## src/rtl/alu_bitserial_seq.sv

```systemverilog
// alu_bitserial_seq
// Bit-serial sequencer for an external 1-bit ALU slice. Feeds the slice one
// operand bit per cycle (LSB first), registers the ripple carry between
// cycles, resolves SLT from the final subtraction bit, and collects the
// WIDTH-bit result with carry/overflow/zero flags.
//
// Optional build macro: ALU_SEQ_ABORT_EN adds an 'abort' input that cancels
// an operation in RUN or FIN without producing done or touching the held
// result and flags.
//
// Handshake: start is a request sampled only while busy=0 (IDLE). There is
// no backpressure; once accepted, the operation runs for WIDTH cycles and
// then raises done for exactly one cycle, during which result and flags are
// already valid. They stay stable until the next operation completes.
module alu_bitserial_seq #(
    parameter int WIDTH = 32
) (
    input  logic             clk,
    input  logic             reset,
`ifdef ALU_SEQ_ABORT_EN
    input  logic             abort,
`endif
    input  logic             start,
    input  logic [3:0]       ctl,
    input  logic [WIDTH-1:0] op_a,
    input  logic [WIDTH-1:0] op_b,
    output logic             busy,
    output logic             done,
    output logic [WIDTH-1:0] result,
    output logic             carry_out,
    output logic             overflow,
    output logic             zero,
    output logic [3:0]       slice_ctl,
    output logic             slice_a,
    output logic             slice_b,
    output logic             slice_cin,
    output logic             slice_slt,
    input  logic             slice_out,
    input  logic             slice_cout
);

    localparam int KW = $clog2(WIDTH);
    localparam logic [KW-1:0] K_LAST = KW'(WIDTH - 1);

    localparam logic [3:0] CTL_ADD = 4'd2;
    localparam logic [3:0] CTL_SUB = 4'd6;
    localparam logic [3:0] CTL_SLT = 4'd7;

    typedef enum logic [1:0] {
        S_IDLE = 2'd0,
        S_RUN  = 2'd1,
        S_FIN  = 2'd2
    } state_t;

    state_t state;
    state_t state_nx;

    logic [WIDTH-1:0] a_sh;
    logic [WIDTH-1:0] b_sh;
    logic [WIDTH-1:0] r_sh;
    logic [3:0]       ctl_reg;
    logic             carry_reg;
    logic [KW-1:0]    k;

    // Values produced by the last RUN edge, shown during FIN.
    logic [WIDTH-1:0] fin_result;
    logic             fin_cout;
    logic             fin_ovf;
    logic             fin_zero;

    // Values committed when FIN completes; held between operations.
    logic [WIDTH-1:0] held_result;
    logic             held_cout;
    logic             held_ovf;
    logic             held_zero;

    logic             abort_now;
    logic             last_bit;
    logic             is_arith;
    logic             is_slt;
    logic             slt_set;
    logic [WIDTH-1:0] last_r;
    logic [WIDTH-1:0] final_r;

`ifdef ALU_SEQ_ABORT_EN
    assign abort_now = abort && (state != S_IDLE);
`else
    assign abort_now = 1'b0;
`endif

    // Decode of the operation in flight and the final-bit result assembly.
    always_comb begin
        last_bit = (state == S_RUN) && (k == K_LAST);
        is_arith = (ctl_reg == CTL_ADD) || (ctl_reg == CTL_SUB);
        is_slt   = (ctl_reg == CTL_SLT);
        // Sign of A-B corrected by overflow gives the signed A<B answer.
        slt_set  = slice_out ^ (carry_reg ^ slice_cout);
        last_r   = {slice_out, r_sh[WIDTH-1:1]};
        final_r  = is_slt ? {{(WIDTH-1){1'b0}}, slt_set} : last_r;
    end

    // State register.
    always_ff @(posedge clk or posedge reset) begin
        if (reset) begin
            state <= S_IDLE;
        end else begin
            state <= state_nx;
        end
    end

    // Next-state logic and the slice/handshake outputs.
    always_comb begin
        state_nx  = state;
        busy      = 1'b0;
        done      = 1'b0;
        slice_ctl = 4'd0;
        slice_a   = 1'b0;
        slice_b   = 1'b0;
        slice_cin = 1'b0;
        slice_slt = 1'b0;
        case (state)
            S_IDLE: begin
                if (start) begin
                    state_nx = S_RUN;
                end
            end
            S_RUN: begin
                busy      = 1'b1;
                // SLT runs the slice as a subtraction; the set bit is
                // derived from the MSB outcome.
                slice_ctl = is_slt ? CTL_SUB : ctl_reg;
                slice_a   = a_sh[0];
                slice_b   = b_sh[0];
                slice_cin = carry_reg;
                if (abort_now) begin
                    state_nx = S_IDLE;
                end else if (k == K_LAST) begin
                    state_nx = S_FIN;
                end
            end
            S_FIN: begin
                done     = !abort_now;
                state_nx = S_IDLE;
            end
            default: begin
                state_nx = S_IDLE;
            end
        endcase
    end

    // Operand/result shift registers, carry register and bit counter.
    always_ff @(posedge clk or posedge reset) begin
        if (reset) begin
            a_sh      <= '0;
            b_sh      <= '0;
            r_sh      <= '0;
            ctl_reg   <= 4'd0;
            carry_reg <= 1'b0;
            k         <= '0;
        end else begin
            case (state)
                S_IDLE: begin
                    if (start) begin
                        a_sh      <= op_a;
                        b_sh      <= op_b;
                        r_sh      <= '0;
                        ctl_reg   <= ctl;
                        carry_reg <= (ctl == CTL_SUB) || (ctl == CTL_SLT);
                        k         <= '0;
                    end
                end
                S_RUN: begin
                    if (abort_now) begin
                        a_sh      <= '0;
                        b_sh      <= '0;
                        r_sh      <= '0;
                        carry_reg <= 1'b0;
                        k         <= '0;
                    end else begin
                        a_sh      <= {1'b0, a_sh[WIDTH-1:1]};
                        b_sh      <= {1'b0, b_sh[WIDTH-1:1]};
                        r_sh      <= last_r;
                        carry_reg <= slice_cout;
                        k         <= k + 1'b1;
                    end
                end
                S_FIN: begin
                    if (abort_now) begin
                        a_sh      <= '0;
                        b_sh      <= '0;
                        r_sh      <= '0;
                        carry_reg <= 1'b0;
                        k         <= '0;
                    end
                end
                default: begin
                    k <= '0;
                end
            endcase
        end
    end

    // Capture the final result and flags on the last RUN edge.
    always_ff @(posedge clk or posedge reset) begin
        if (reset) begin
            fin_result <= '0;
            fin_cout   <= 1'b0;
            fin_ovf    <= 1'b0;
            fin_zero   <= 1'b0;
        end else if (last_bit && !abort_now) begin
            fin_result <= final_r;
            fin_cout   <= is_arith ? slice_cout : 1'b0;
            fin_ovf    <= is_arith ? (carry_reg ^ slice_cout) : 1'b0;
            fin_zero   <= (final_r == '0);
        end
    end

    // Commit the finished values when FIN completes without an abort.
    always_ff @(posedge clk or posedge reset) begin
        if (reset) begin
            held_result <= '0;
            held_cout   <= 1'b0;
            held_ovf    <= 1'b0;
            held_zero   <= 1'b0;
        end else if ((state == S_FIN) && !abort_now) begin
            held_result <= fin_result;
            held_cout   <= fin_cout;
            held_ovf    <= fin_ovf;
            held_zero   <= fin_zero;
        end
    end

    // Result/flag outputs: new values are visible from the done cycle on.
    always_comb begin
        if (done) begin
            result    = fin_result;
            carry_out = fin_cout;
            overflow  = fin_ovf;
            zero      = fin_zero;
        end else begin
            result    = held_result;
            carry_out = held_cout;
            overflow  = held_ovf;
            zero      = held_zero;
        end
    end

endmodule

```

## config.mk

```make
export PLATFORM = sky130hd
export DESIGN_NAME = alu_bitserial_seq
export DESIGN_NICKNAME = d
export VERILOG_FILES = /design/src/rtl/alu_bitserial_seq.sv
export SDC_FILE = /design/constraint.sdc
export NUM_CORES = 1
export LEC_CHECK = 0
export CAP_MARGIN = 20
export CORE_UTILIZATION = 54
export DETAILED_ROUTE_END_ITERATION = 16
export MAX_ROUTING_LAYER = met4
export PLACE_DENSITY = 0.8
export SLEW_MARGIN = 20
export SYNTH_ARGS = -nofsm -noshare
export SYNTH_HDL_FRONTEND = slang
export SYNTH_SLANG_ARGS = --single-unit
```

## constraint.sdc

```tcl
create_clock -name clk -period 8.4 [get_ports clk]
set_input_delay 1.68 -clock clk [delete_from_list [all_inputs] [get_ports clk]]
set_output_delay 1.68 -clock clk [all_outputs]
set_load 0.02 [all_outputs]
```

Word level (Yosys, flattened, before mapping)
Cells that the tools add are included.

storage, ports and cells
  bits in registers = 178
  bits of input ports = 73
  output and inout port bits = 45
  logic and storage cells = 66

cells by class
  add/subtract/negate cells = 1
  equality and inequality tests = 10
  multiplexer cells = 27
  bitwise logic cells = 3
  reduce and logical (&&, ||, !) cells = 10

operators with widths
  cell                                                                     number
  32-bit one-hot mux with 2 select lines                                   3
  32-bit two-way mux                                                       5
  32-bit logical NOT                                                       1
  4-bit by 3-bit equality test with 1-bit output, second input constant    4
  5-bit one-hot mux with 3 select lines                                    1
  1-bit two-way mux                                                        11
  4-bit two-way mux                                                        2
  2-bit AND reduction                                                      4
  5-bit by 1-bit adder with 5-bit output, second input constant            1
  5-bit equality test, second input constant                               1
  5-bit two-way mux                                                        1
  4-bit by 2-bit equality test with 1-bit output, second input constant    1
  2-bit two-way mux                                                        2
  2-bit one-hot mux with 2 select lines                                    1
  2-bit by 1-bit equality test with 1-bit output, second input constant    1
  2-bit equality test, second input constant                               1
  2-bit logical NOT                                                        1
  1-bit logical OR                                                         2
  2-bit by 1-bit inequality test with 1-bit output, second input constant  1
  2-bit inequality test, second input constant                             1
  1-bit one-hot mux with 2 select lines                                    1
  2-bit nonzero test                                                       1
  1-bit bitwise XOR                                                        2
  1-bit logical AND                                                        1
  1-bit inverter                                                           1

Logic depth before layout (Yosys ltp)
  depth after elaboration = 4
  depth in mapped cells = 8

Least setup slack after synthesis
No wires, ideal clock.

  path type = reg-to-output
  start point = register state[1]
  end point = output slice_a
  data arrival time = 1344 ps
  path slack = 5376 ps
  stages on the path, launching flop included = 7
  cell sequence = dfrtp_1 buf_6 nor2b_2 buf_4 buf_2 buf_2 and2_1

on the way
  word-level cells in the longest chain between the ends = 2

ends and longest elaborated chain
  element                                         RTL line  text
  start: declaration                              55        state_t state;
  start signal: assignment                        107       state <= state_nx;
  2-bit by 1-bit equality test with 1-bit output  121       case (state)
  1-bit two-way mux                               121
  end: declaration                                34        output logic slice_a,

Every way passes these cells.

Worst setup path after layout
  start point = register state[0]
  end point = output slice_b

on the way
  word-level cells in the longest chain between the ends = 2

ends and longest elaborated chain
  element                                         RTL line  text
  2-bit by 1-bit equality test with 1-bit output  121
  1-bit two-way mux                               121
  end: declaration                                35        output logic slice_b,

Every way passes these cells.

==> impl_metrics.ini <==
[outcome]
status = complete, no violations

[detailed_routing]
ant_nets = 0
drcViolationCount = 0
num_vias = 5357
routed_via_density = 6.165
drt_iter0_drc = 443
routedWlPerCell_um = 18.08
routed_wirelength_mm = 15.71
dr.pass1.iters = 6

[sta]
layout_min_cycle_time_ns = 5.060
fin_crit_sh = 0.6023
slew-limit-headroom = 0.4016
timing.final.hold_violations = 0
worst_hold_slack_ns = 0.4832
rsz0062_at_grt = false
slew_viol_final = 0
fin_setup_tns_ns = 0
worst_pin_slew_ns = 0.8977
setup_viol = 0
skew_ns = 0.003958
max_freq_mhz = 197.6

[synthesis]
yosys_warnings = 0
synth_area_sq_um = 7417
synth.ff_latch_count = 177
async_flop_share = 1.000
syn_inst = 594
synthesis.nets = 669
postSynthAreaPerCell_sq_um = 12.49
synth_edf_count = 0
synth-main-ff-cell = dfrtp_1
synthDistinctLibCells = 37
ys_seq_area_frac = 0.5972
synth_top_area_share = 0.5972
synth_area_leaders = dfrtp_1 (60%), a22oi_1 (12%), a22o_1 (7.8%)
yosysTopAreaCell = dfrtp_1

[grt]
use_met3 = 0.05077
use_met1 = 0.3451
grt_first_pass_wirelength_mm = 26.50
grt_remaining_overflow = 0
grtUsageMet2 = 0.3572
top_usage_layer = met2
grt_use_total = 0.2433
grt_max_degree = 91
grt_pass1_vias = 5153
grt_antenna_before_repair = 0

[floorplan]
ios = 118
rows = 42
die_h_um = 119.2
die-area_sq_um = 14210
core-area_sq_um = 13300
die_w_um = 119.2
start_util = 0.5579

[cts]
cts_tree = yes
post_cts_buffers = 0
clk_path_buf_depth = 2
path_clk_slew_ns = 0.06
post_cts_resized = 0
worstSkewPairLatency_ns = 0.42
cts-htree-levels = 4
cts_hold_buf = 0
cts_root_buf = clkbuf_16
clock_sinks = 177
cts-buffers-inserted = 17

[power_and_ir_drop]
p_clk_frac = 0.260
pwr-share-comb = 0.249
leakage_nw = 4.072
power_frac_seq = 0.491
p_per_area_nw_per_um2 = 310.1
swShare = 0.3240
p_sw_uw = 919.7
p_int_mw = 1.919
ir_drop_v = 0.0001688
power_mw = 2.839

[critical_path]
start_kind = flip-flop
critPathMaxFanout = 74
rrSetupSlack_ns = 4.78
crit_family = buffers and inverters
path_buf_inv = 2
crit_arrival_ns = 3.38
worstPathCellList = nor2b_4 > buf_4 > and2_1 > clkdlybuf4s50_1
r2r_end = fin_result[2]
reg2regPathDepth = 5
critPathSlowestCell = dfrtp_4
critical_path_class = flip-flop to output pin
cpPeakStageDelay_ns = 0.85
reg2reg_from = state[0]
end_kind = output pin
required_ns = 6.72

[run]
drv_cap = 0

[final_layout]
multiInputGateArea_sq_um = 2705
areaGrowthSynthToFinish_pct = 23.41
antenna_cells = 0
drive_gt1_frac = 0.1313
fillCellCount = 964
nNetsFinal = 755
register_area_sq_um = 4434

[min_path]
holdPathEnd = fin_result[0]
hp-class = flip-flop to flip-flop
hold_depth = 2
min_from = fin_result[0]

[place]
port_buffers = 116
dp_hpwl_mm = 9.679
gp_congestion = 0.7964
[worst max path at each step]
stage / from / to / cells after the start
after detailed placement: state[0] / slice_b / 4
after floorplan: reset / a_sh[0] / 1
after global placement: state[0] / slice_a / 4
after global routing: state[0] / slice_b / 4
final: state[0] / slice_b / 4
after CTS: state[0] / slice_b / 4
[logic make-up after synthesis]
logic type,synth area share
buffers and inverters,0.04048
multiplexers,0.06073
flip-flops,0.5972
other,0.0005056
adder cells (fa/ha/maj),0.003373
XOR/XNOR,0.006579
AND/OR/NAND/NOR,0.03509
AO/OA/AOI/OAI,0.2561
[synth_stat cells (all sizes together), types with 4 or more instances]
cell,count
a21oi,6
a22o,66
a22oi,123
and2,6
buf,31
clkbuf,25
dfrtp,177
inv,4
mux2,40
nand2,10
nor2,6
nor4,8
o21ai,67
[through the flow]
step | util | instances | area [sq um] | worst slack (ns)
final | 0.6885 | 869 | 9154 | 3.340
after global routing | 0.6885 | 869 | 9154 | 3.148
after CTS | 0.6880 | 869 | 9148 | 3.079
after detailed placement | 0.6462 | 837 | 8591 | 3.552
after global placement | 0.6458 | 837 | 8586 | 3.589
after floorplan | - | 594 | 7417 | 1.918
[per-layer routing]
layer	wire length [um]	up-vias
li1	-	2468
met1	6967	2699
met2	7783	176
met3	763	14
met4	194	0
met5	0	-
[worst reg2reg max path, cell delays in order, from the launching register on]
cell and delay (ns):
dfrtp_4 0.85, nor2b_4 0.75, buf_4 0.43, nand2_2 0.50
nor2_4 0.78, a22o_1 0.24
[cells in the final DEF (no fill, tap or decap), types with 2 or more instances in the layout]
| cell | n |
|---|---|
| dfrtp_1 | 175 |
| a22oi_1 | 123 |
| clkdlybuf4s50_1 | 116 |
| o21ai_0 | 67 |
| a22o_1 | 66 |
| mux2_2 | 40 |
| clkbuf_16 | 17 |
| nand2_1 | 9 |
| nor4_1 | 8 |
| a21oi_1 | 6 |
| and2_1 | 6 |
| clkinv_2 | 6 |
| buf_4 | 6 |
| nor2_1 | 4 |
| clkinv_4 | 4 |
| clkinvlp_4 | 3 |
| nor2_4 | 2 |
| xnor2_1 | 2 |
| nor3b_1 | 2 |
| inv_1 | 2 |
| and3_1 | 2 |
| nand4_1 | 2 |
| ha_1 | 2 |
[area by class of cell]
class	instances	area share
Inverter	4	0.002187
Multi-Input combinational cell	357	0.2955
Clock inverter	14	0.01285
Tap cell	176	0.02406
Timing Repair Buffer	123	0.1330
Sequential cell	177	0.4844
Clock buffer	18	0.04798
[power by group through the flow]
stage               clock (mW)  sequential (mW)  combinational [mW]
floorplan                    0             1.29               0.563
global route             0.794             1.43               0.782
detailed placement           0             1.40               0.707
finish                   0.739             1.39               0.706
global placement             0             1.38               0.672
CTS                      0.754             1.39               0.713
No activity file was read; power rests on OpenSTA's default activity.
